### config.mk
export PLATFORM = sky130hd
export DESIGN_NAME = usr_shift_ctrl_flat
export DESIGN_NICKNAME = d
export VERILOG_FILES = /design/src/rtl/usr_shift_ctrl_if.sv /design/src/rtl/usr_shift_ctrl.sv /design/src/flat_wrapper.sv
export SDC_FILE = /design/constraint.sdc
export NUM_CORES = 1
export LEC_CHECK = 0
export ABC_CLOCK_PERIOD_IN_PS = 1900
export BUFFER_PORTS_ARGS = -buffer_cell sky130_fd_sc_hd__buf_2
export CORE_MARGIN = 5
export CORE_UTILIZATION = 47
export CTS_CLUSTER_DIAMETER = 40
export DETAILED_ROUTE_END_ITERATION = 8
export GPL_TIMING_DRIVEN = 0
export PLACE_DENSITY = 0.84
export SETUP_SLACK_MARGIN = 0.2
export SLEW_MARGIN = 10
export SYNTH_ARGS = -nofsm -noshare
export SYNTH_HDL_FRONTEND = slang
export SYNTH_SLANG_ARGS = --single-unit
export TNS_END_PERCENT = 5
### constraint.sdc
create_clock -name clk -period 1.9 [get_ports clk]
set_input_delay 0.285 -clock clk [delete_from_list [all_inputs] [get_ports clk]]
set_output_delay 0.285 -clock clk [all_outputs]
set_load 0.02 [all_outputs]
### src/rtl/usr_shift_ctrl_if.sv
// Command handshake bundle between a command source and usr_shift_ctrl.
// The optional rotate bit is present only when USR_SHIFT_CTRL_ROTATE_EN is defined.
interface usr_shift_ctrl_if #(
    parameter int unsigned WIDTH = 4,
    parameter int unsigned LEN_W = 4
);
    logic             cmd_valid;
    logic             cmd_ready;
    logic             cmd_dir;
    logic [LEN_W-1:0] cmd_len;
    logic [WIDTH-1:0] cmd_data;
`ifdef USR_SHIFT_CTRL_ROTATE_EN
    logic             cmd_rot;
`endif

    modport master (
        output cmd_valid,
        output cmd_dir,
        output cmd_len,
        output cmd_data,
`ifdef USR_SHIFT_CTRL_ROTATE_EN
        output cmd_rot,
`endif
        input  cmd_ready
    );

    modport slave (
        input  cmd_valid,
        input  cmd_dir,
        input  cmd_len,
        input  cmd_data,
`ifdef USR_SHIFT_CTRL_ROTATE_EN
        input  cmd_rot,
`endif
        output cmd_ready
    );
endinterface

### src/rtl/usr_shift_ctrl.sv
// Command sequencer for a 4-bit universal shift register: load, then shift
// len times, streaming the departing bit and pulsing done with the final value.
// Optional feature macro: USR_SHIFT_CTRL_ROTATE_EN (rotate fill from departing bit).
module usr_shift_ctrl #(
    parameter int unsigned WIDTH = 4,
    parameter int unsigned LEN_W = 4
) (
    input  logic             clk,
    input  logic             rst,
    usr_shift_ctrl_if.slave  cmd,
    input  logic             ser_in,
    input  logic             abort,
    input  logic [WIDTH-1:0] q_fb,
    output logic [1:0]       s,
    output logic [WIDTH-1:0] p_in,
    output logic             s_r_in,
    output logic             s_l_in,
    output logic             ser_out,
    output logic             ser_out_valid,
    output logic             busy,
    output logic             done,
    output logic             aborted,
    output logic [WIDTH-1:0] result
);

    localparam logic [1:0] ST_IDLE  = 2'd0;
    localparam logic [1:0] ST_LOAD  = 2'd1;
    localparam logic [1:0] ST_SHIFT = 2'd2;
    localparam logic [1:0] ST_DONE  = 2'd3;

    localparam logic [1:0] MODE_HOLD  = 2'b00;
    localparam logic [1:0] MODE_RIGHT = 2'b01;
    localparam logic [1:0] MODE_LEFT  = 2'b10;
    localparam logic [1:0] MODE_LOAD  = 2'b11;

    logic [1:0]       state,     state_nxt;
    logic             dir_q,     dir_nxt;
    logic [LEN_W-1:0] len_q,     len_nxt;
    logic [LEN_W-1:0] count_q,   count_nxt;
    logic [WIDTH-1:0] data_q,    data_nxt;
    logic             aborted_q, aborted_nxt;
    logic             rot_q,     rot_nxt;
    logic             departing;
    logic             fill;
    logic             rot_in;

`ifdef USR_SHIFT_CTRL_ROTATE_EN
    assign rot_in = cmd.cmd_rot;
`else
    assign rot_in = 1'b0;
`endif

    // Bit leaving the register this cycle and the bit entering the vacated end.
    assign departing = dir_q ? q_fb[WIDTH-1] : q_fb[0];
    assign fill      = rot_q ? departing : ser_in;

    // State and command-capture registers.
    always_ff @(posedge clk) begin
        if (rst) begin
            state     <= ST_IDLE;
            dir_q     <= 1'b0;
            len_q     <= '0;
            count_q   <= '0;
            data_q    <= '0;
            aborted_q <= 1'b0;
            rot_q     <= 1'b0;
        end else begin
            state     <= state_nxt;
            dir_q     <= dir_nxt;
            len_q     <= len_nxt;
            count_q   <= count_nxt;
            data_q    <= data_nxt;
            aborted_q <= aborted_nxt;
            rot_q     <= rot_nxt;
        end
    end

    // Next-state logic and Moore output decode, with abort forcing hold in SHIFT.
    always_comb begin
        state_nxt     = state;
        dir_nxt       = dir_q;
        len_nxt       = len_q;
        count_nxt     = count_q;
        data_nxt      = data_q;
        aborted_nxt   = aborted_q;
        rot_nxt       = rot_q;
        cmd.cmd_ready = 1'b0;
        s             = MODE_HOLD;
        p_in          = '0;
        s_r_in        = 1'b0;
        s_l_in        = 1'b0;
        ser_out       = 1'b0;
        ser_out_valid = 1'b0;
        busy          = 1'b0;
        done          = 1'b0;
        aborted       = 1'b0;
        result        = '0;

        case (state)
            ST_IDLE: begin
                cmd.cmd_ready = 1'b1;
                if (cmd.cmd_valid) begin
                    dir_nxt     = cmd.cmd_dir;
                    len_nxt     = cmd.cmd_len;
                    data_nxt    = cmd.cmd_data;
                    rot_nxt     = rot_in;
                    aborted_nxt = 1'b0;
                    count_nxt   = '0;
                    state_nxt   = ST_LOAD;
                end
            end
            ST_LOAD: begin
                busy      = 1'b1;
                s         = MODE_LOAD;
                p_in      = data_q;
                count_nxt = LEN_W'(1);
                state_nxt = (len_q != '0) ? ST_SHIFT : ST_DONE;
            end
            ST_SHIFT: begin
                busy    = 1'b1;
                ser_out = departing;
                if (abort) begin
                    aborted_nxt = 1'b1;
                    state_nxt   = ST_DONE;
                end else begin
                    s             = dir_q ? MODE_LEFT : MODE_RIGHT;
                    ser_out_valid = 1'b1;
                    if (dir_q) begin
                        s_l_in = fill;
                    end else begin
                        s_r_in = fill;
                    end
                    // count compares against len before incrementing, so len=max never wraps
                    if (count_q == len_q) begin
                        state_nxt = ST_DONE;
                    end else begin
                        count_nxt = count_q + LEN_W'(1);
                    end
                end
            end
            default: begin
                busy      = 1'b1;
                done      = 1'b1;
                aborted   = aborted_q;
                result    = q_fb;
                state_nxt = ST_IDLE;
            end
        endcase
    end

endmodule

### src/flat_wrapper.sv
// flat-port wrapper written by rule: the top's interface ports become plain ports
module usr_shift_ctrl_flat 
#(
    parameter int unsigned WIDTH = 4,
    parameter int unsigned LEN_W = 4
)
  (clk, rst, ser_in, abort, q_fb, s, p_in, s_r_in, s_l_in, ser_out, ser_out_valid, busy, done, aborted, result, cmd_cmd_valid, cmd_cmd_dir, cmd_cmd_len, cmd_cmd_data, cmd_cmd_ready);
  usr_shift_ctrl_if #(.WIDTH(WIDTH), .LEN_W(LEN_W)) cmd_i ();
  input  logic clk;
  input  logic rst;
  input  logic ser_in;
  input  logic abort;
  input  logic [WIDTH-1:0] q_fb;
  output logic [1:0] s;
  output logic [WIDTH-1:0] p_in;
  output logic s_r_in;
  output logic s_l_in;
  output logic ser_out;
  output logic ser_out_valid;
  output logic busy;
  output logic done;
  output logic aborted;
  output logic [WIDTH-1:0] result;
  input wire logic [$bits(cmd_i.cmd_valid)-1:0] cmd_cmd_valid;
  input wire logic [$bits(cmd_i.cmd_dir)-1:0] cmd_cmd_dir;
  input wire logic [$bits(cmd_i.cmd_len)-1:0] cmd_cmd_len;
  input wire logic [$bits(cmd_i.cmd_data)-1:0] cmd_cmd_data;
  output wire logic [$bits(cmd_i.cmd_ready)-1:0] cmd_cmd_ready;
  assign cmd_i.cmd_valid = cmd_cmd_valid;
  assign cmd_i.cmd_dir = cmd_cmd_dir;
  assign cmd_i.cmd_len = cmd_cmd_len;
  assign cmd_i.cmd_data = cmd_cmd_data;
  assign cmd_cmd_ready = cmd_i.cmd_ready;
  usr_shift_ctrl #(.WIDTH(WIDTH), .LEN_W(LEN_W)) u_core (.clk(clk), .rst(rst), .cmd(cmd_i), .ser_in(ser_in), .abort(abort), .q_fb(q_fb), .s(s), .p_in(p_in), .s_r_in(s_r_in), .s_l_in(s_l_in), .ser_out(ser_out), .ser_out_valid(ser_out_valid), .busy(busy), .done(done), .aborted(aborted), .result(result));
endmodule
==> results of run 1 <==
## worst paths after layout
path,to,depth (start not counted),startpoint,slack [ns]
max,s[0],6,u_core.state[0],0.14
max reg2reg,u_core.count_q[0],4,u_core.count_q[1],0.21
min,u_core.len_q[1],3,cmd_cmd_len[1],0.22
min reg2reg,u_core.data_q[0],2,u_core.data_q[0],0.46
## logic make-up after synthesis
| logic type | after synthesis |
|---|---|
| compound gates | 23 |
| xor+xnor | 4 |
| fa+ha+maj | 6 |
| buf+inv | 9 |
| flops | 16 |
| mux | 5 |
| simple gates | 57 |
## registers in the layout (all words and copies together) (netlist names)
| signal | flops |
|---|---|
| u_core.data_q | 4 |
| u_core.dir_q | 1 |
| u_core.aborted_q | 1 |
| u_core.count_q | 4 |
| u_core.state | 2 |
| u_core.len_q | 4 |
## Yosys cell counts, drive strengths merged
cell type	instances
or4	2
ha	6
nor3	2
nor2b	3
o21ba	1
and3	1
clkbuf	2
nand3	2
a21oi	13
nand2	27
inv	7
mux2	1
o21a	1
nor2	7
o41a	1
o2bb2ai	1
nor4	1
a21o	1
o21ai	2
mux2i	4
xor2	4
a31oi	1
and2	10
nand4	2
dfxtp	16
o211ai	1
a311o	1
## metal layers
| layer | vias to the layer above | global-route usage | part of all wire |
|---|---|---|---|
| met4 | 0 | 0.0788 | 0.021 |
| met1 | 463 | 0.215 | 0.39 |
| li1 | 501 | - | - |
| met3 | 8 | 0.0545 | 0.069 |
| met2 | 40 | 0.343 | 0.51 |
| met5 | - | 0 | 0 |
## timing repair
action | in CTS | in global routing
hold endpoints to repair | 0 | 0
setup endpoints to repair | 11 | 11
cloned | 0 | 0
buffers inserted | 3 | 4
pin swaps | 1 | 4
resized for setup | 13 | 6
## report_power, final
| group | total, mW | leakage [nW] | switching [mW] | internal [mW] |
|---|---|---|---|---|
| clock | 0.230 | 0.0210 | 0.113 | 0.117 |
| sequential | 0.483 | 0.132 | 0.0755 | 0.408 |
| combinational | 1.03 | 0.477 | 0.583 | 0.444 |
## cell type report
cell class | instances | area, sq um
Buffer | 2 | 7.51
Fill cell | 147 | 611
Sequential cell | 16 | 325
Multi-Input combinational cell | 95 | 638
Timing Repair Buffer | 42 | 236
Inverter | 7 | 33.8
Clock buffer | 4 | 36.3
Tap cell | 27 | 33.8
## worst min-delay path: cells and delay by family
family / cells / cell delay, ns
buf+inv: 1 / 0.10
compound gates: 1 / 0.05
simple gates: 1 / 0.05
==> results.toml, run 1 <==
[synthesis]
synthDistinctLibCells = 30
syn-num-nets = 144
synth_compound_area_frac = 0.162
portion_of_netlist_area_occupied_by_mux_cells = 0.0548
synthAdderAreaFrac = 0.0802
ys_seq_area_frac = 0.342
yosys_register_bits = 16
post_synth_instance_area_sq_um = 936
synth-warning-count = 0
post_synth_xor_xnor_area = 0.0374
synth-simple-area-share = 0.287
synth_top_family_by_area = "simple AND/OR/NAND/NOR gates"
ys_top_cells_by_area = "sky130_fd_sc_hd__dfxtp_1 34%, sky130_fd_sc_hd__nand2_1 11%, sky130_fd_sc_hd__ha_1 8.0%"
synth_top_area_frac = 0.342
synth_cells = 120
synth_top_area_cell = "sky130_fd_sc_hd__dfxtp_1"
average_cell_area_after_synthesis_sq_um = 7.80

[setup_path]
crit_path_top_delay_cell = "sky130_fd_sc_hd__dfxtp_4"
critical_path.startpoint_type = "flop"
worstPathCellList = "inv_4 -> ha_4 -> inv_6 -> nor3_2 -> o21a_1 -> buf_2"
crit_buf_inv = 3
worst_ep_arrival_time_ns = 1.47
worst-setup-path-type = "reg -> out"
slowest_delay_ns = 0.38
timing.critical_path.required_ns = 1.62
critical_path.max_fanout = 4
crit_family = "flip-flops"
endpoint_kind = "primary output"

[route]
drt_pass1_iterations = 6
post-route-drc-count = 0
vias_per_cell = 5.24
initialDrtViolationCount = 18
routedWlPerCell_microns = 14.0
route.antenna.remaining_nets = 0
dr_total_vias = 1012
wirelength_microns = 2690

[layout]
layout_common_cells = "33 x sky130_fd_sc_hd__buf_2, 26 x sky130_fd_sc_hd__nand2_1, 14 x sky130_fd_sc_hd__dfxtp_1"
flow.area_growth_from_synthesis_pct = 40.1
drive_gt1_frac = 0.373
fin_util = 0.682
finish.cell_count_without_fillers = 193
finalNetCount = 191
layout.cells.most_common = "sky130_fd_sc_hd__buf_2"
n_antenna_cell = 0
finalInstanceArea_sq_um = 1310

[global_routing]
grt_antenna_before_repair = 0
pin_count_of_the_biggest_net_entering_global_routing = 11
grt_usage = 0.194
grt.overflow.total = 0
via_count_of_the_first_global_routing_pass = 957
grt_pass1_wl_microns = 4130

[sta]
tightest_slew_ns = 0.432
timing.final.crit_period_ns = 1.76
final-hold-violation-count = 0
slew_headroom = 0.712
final_min_period_over_clock_period = 0.924
worst_hold_slack_ns = 0.221
setup_viol_count_final = 0
maxSlewViolCount = 0
timing.fmax_mhz = 570
setup_total_negative_slack_ns = 0
final.setup.worst_slack_ns = 0.145
rsz_0062_raised_after_global_routing = "true"
fin_worst_skew_ns = 0.00558

[clock_network]
clock_root_buffer = "sky130_fd_sc_hd__clkbuf_4"
cts_max_path_buffers = 2
cts_hold_buffers = 0
clock_latency_ns = 0.29
cts_made_buffers = 3
clock_sinks = 16
clk_transition_reported_paths_ns = 0.10
clock_tree_from_tritoncts = "yes"
htree_levels = 1

[place]
place_area_sq_um = 1150
place_congestion = 0.918
placed_cells = 182
dp_hpwl_microns = 1870
buffer_ports.inserted = 35
dp_slack_ns = 0.109

[die]
dieWidth_microns = 54.6
core_sq_um = 1920
floorplan_die_height_microns = 54.6
num_io_pins = 36
floorplan.initialDensity = 0.487
die_area_sq_um = 2980
floorplan.rows = 16

[power_and_ir_drop]
irDropWorstVdd_v = 0.000983
power_per_unit_of_standard_cell_area_nw_per_um2 = 1330
total_power_mw = 1.74
cellLeakagePower_nw = 0.630

[worst_hold_path]
hold_class = "in -> reg"

[flow_run]
maxCapViolCount = 0

[status]
status = "completed"
No activity file was read; power rests on OpenSTA's default activity.
==> run 2: changes to the inputs <==
- ABC_AREA: default -> 1
- CORE_UTILIZATION: 47 -> 48
- PLACE_DENSITY: 0.84 -> default
- PLACE_DENSITY_LB_ADDON: default -> 0.25
==> run 2 against run 1 <==
- worst setup slack worse by 0.054 ns
- power is 6.8% higher
- critical path type unchanged
- clock power hardly changed
- largest cell class unchanged
- die area is 5.0% higher
==> results.toml, run 2 <==
[layout]
area_taken_by_flip_flops_and_latches_sq_um = 325
filler_cell_count = 173
layout_common_cells = "34 x sky130_fd_sc_hd__nand2_1, 34 x sky130_fd_sc_hd__buf_2, 30 x sky130_fd_sc_hd__inv_1"
finalNetCount = 227
top_regs = "u_core.count_q (4), u_core.data_q (4), u_core.len_q (4)"
drive_gt1_frac = 0.351
flow.area_growth_from_synthesis_pct = 38.0
n_antenna_cell = 0
multiInputGateArea_sq_um = 649
finish.cell_count_without_fillers = 229

[synthesis]
synth_top_cells_by_count = "36 x sky130_fd_sc_hd__nand2_1, 32 x sky130_fd_sc_hd__inv_1, 21 x sky130_fd_sc_hd__nor2_1"
synth_top_area_cell = "sky130_fd_sc_hd__dfxtp_1"
postSynth.topFlopCell = "sky130_fd_sc_hd__dfxtp_1"
synth-warning-count = 0
yosys_register_bits = 16
synth_async_sr_flop_share = 0
synthMostInstantiatedCell = "sky130_fd_sc_hd__nand2_1"
ys_top_cells_by_area = "sky130_fd_sc_hd__dfxtp_1 32%, sky130_fd_sc_hd__nand2_1 13%, sky130_fd_sc_hd__inv_1 12%"
post_synth_instance_area_sq_um = 1010
synth_edf_count = 0
syn-num-nets = 183
average_cell_area_after_synthesis_sq_um = 6.38
synthDistinctLibCells = 21
synth_top_area_frac = 0.316
ys_seq_area_frac = 0.316
synth_cells = 159

[die]
dieWidth_microns = 56.0
floorplan.initialDensity = 0.512
floorplan.rows = 16
floorplan_die_height_microns = 56.0
die_area_sq_um = 3130
num_io_pins = 36
core_sq_um = 1980

[setup_path]
critical_path.startpoint_type = "flop"
timing.rr.start = "u_core.state[0]"
worstReg2RegEnd = "u_core.len_q[3]"
timing.critical_path.required_ns = 1.62
r2r_cells = 7
worst-setup-path-type = "reg -> out"
crit_start = "u_core.state[0]"
worst_ep_arrival_time_ns = 1.52
critical_path.endpoint = "s[1]"
endpoint_kind = "primary output"
r2r_slack_ns = 0.34
critical_path.max_fanout = 3

[route]
routedWlPerCell_microns = 11.8
drt_pass1_iterations = 4
initialDrtViolationCount = 16
wirelength_microns = 2700
route.antenna.remaining_nets = 0
post-route-drc-count = 0
vias_per_cell = 4.85
dr_total_vias = 1110

[power_and_ir_drop]
cellInternalPower_mw = 0.984
irDropWorstVdd_v = 0.000737
netSwitchingPower_mw = 0.874
power.share.combinational = 0.596
cellLeakagePower_nw = 0.790
share_seq_of_total_power = 0.282
power_per_unit_of_standard_cell_area_nw_per_um2 = 1330
switching_share = 0.471
total_power_mw = 1.86
clkPwrFrac = 0.122

[clock_network]
clk_transition_reported_paths_ns = 0.10
clock_sinks = 16
cts_max_path_buffers = 2
cts_hold_buffers = 0
htree_levels = 1
clock_latency_ns = 0.29
cts_made_buffers = 3
clock_tree_from_tritoncts = "yes"
clock_root_buffer = "sky130_fd_sc_hd__clkbuf_4"

[place]
placed_cells = 221
dp_hpwl_microns = 1950
dp_slack_ns = 0.0637
place_congestion = 0.814
buffer_ports.inserted = 35

[sta]
maxSlewViolCount = 0
setup_viol_count_final = 0
setup_total_negative_slack_ns = 0
rsz_0062_raised_after_global_routing = "true"
slew_headroom = 0.743
tightest_slew_ns = 0.385
final-hold-violation-count = 0
final.setup.worst_slack_ns = 0.0904
final_min_period_over_clock_period = 0.952
timing.fmax_mhz = 553
fin_worst_skew_ns = 0.00766
timing.final.crit_period_ns = 1.81

[flow_run]
maxCapViolCount = 0

[global_routing]
via_count_of_the_first_global_routing_pass = 1062
grt_pass1_wl_microns = 4460
pin_count_of_the_biggest_net_entering_global_routing = 11
grt_usage = 0.175
grt_antenna_before_repair = 0
grt.overflow.total = 0

[status]
status = "completed"

[worst_hold_path]
hold_class = "in -> reg"
run 2: through the flow:
stage	instance area, sq um	hold WS, ns	util
finish	1400	0.202	0.706
global route	1400	0.208	0.706
CTS	1360	0.193	0.688
detailed placement	1260	0.476	0.634
global placement	1260	0.462	0.634
floorplan	1050	0.347	-
run 2: worst min-delay path by stage:
stage | end | depth (start not counted) | slack (ns) | startpoint
after floorplan | u_core.count_q[2] | 1 | 0.35 | rst
after global placement | u_core.aborted_q | 2 | 0.46 | u_core.aborted_q
after detailed placement | u_core.data_q[3] | 2 | 0.48 | u_core.data_q[3]
after CTS | u_core.state[1] | 2 | 0.19 | rst
after global routing | u_core.state[1] | 2 | 0.21 | rst
final | u_core.state[1] | 2 | 0.20 | rst
run 2: power groups by stage:
stage          registers, mW  logic (mW)  clock network (mW)
3_5_place_dp           0.515       0.920                   0
4_1_cts                0.522        1.00               0.234
3_3_place_gp           0.511       0.900                   0
2_1_floorplan          0.497       0.724                   0
5_1_grt                0.538        1.23               0.243
6_report               0.524        1.11               0.228
run 2: cells by family after synthesis:
logic type	after synthesis	share of synthesized area
and+or+nand+nor	76	0.338
adders and majority gates	6	0.0740
DFF	16	0.316
xor gates and xnor gates	1	0.00863
buffers and inverters	35	0.131
AOI/OAI and AO/OA	25	0.133
run 2: repair_timing:
item / CTS / global route
endpoints found under the setup margin: 6 / 7
setup buffers: 2 / 2
resized for setup: 18 / 2
run 2: layer usage:
metal / vias to the layer above / track usage / routed length [microns]
met5: - / 0 / 0
met4: 0 / 0.0542 / 38
met3: 6 / 0.0418 / 180
met2: 40 / 0.327 / 1360
met1: 493 / 0.191 / 1120
li1: 571 / - / -
run 2: final cells by class:
cell class,count,area share
multi-input cells,108,0.464
flip-flops and latches,16,0.232
repair buffers,39,0.155
inverters,33,0.0920
clock buffers,4,0.0259
well taps,27,0.0241
plain buffers,2,0.00626
run 2: worst max-delay path, cell delays in order, from the launching register on:
cell and delay [ns]:
sky130_fd_sc_hd__dfxtp_4 0.38, sky130_fd_sc_hd__inv_4 0.06, sky130_fd_sc_hd__ha_4 0.12, sky130_fd_sc_hd__inv_1 0.03, sky130_fd_sc_hd__or2_4 0.24, sky130_fd_sc_hd__inv_4 0.08, sky130_fd_sc_hd__nand2_4 0.07, sky130_fd_sc_hd__a21oi_4 0.12
sky130_fd_sc_hd__buf_6 0.13
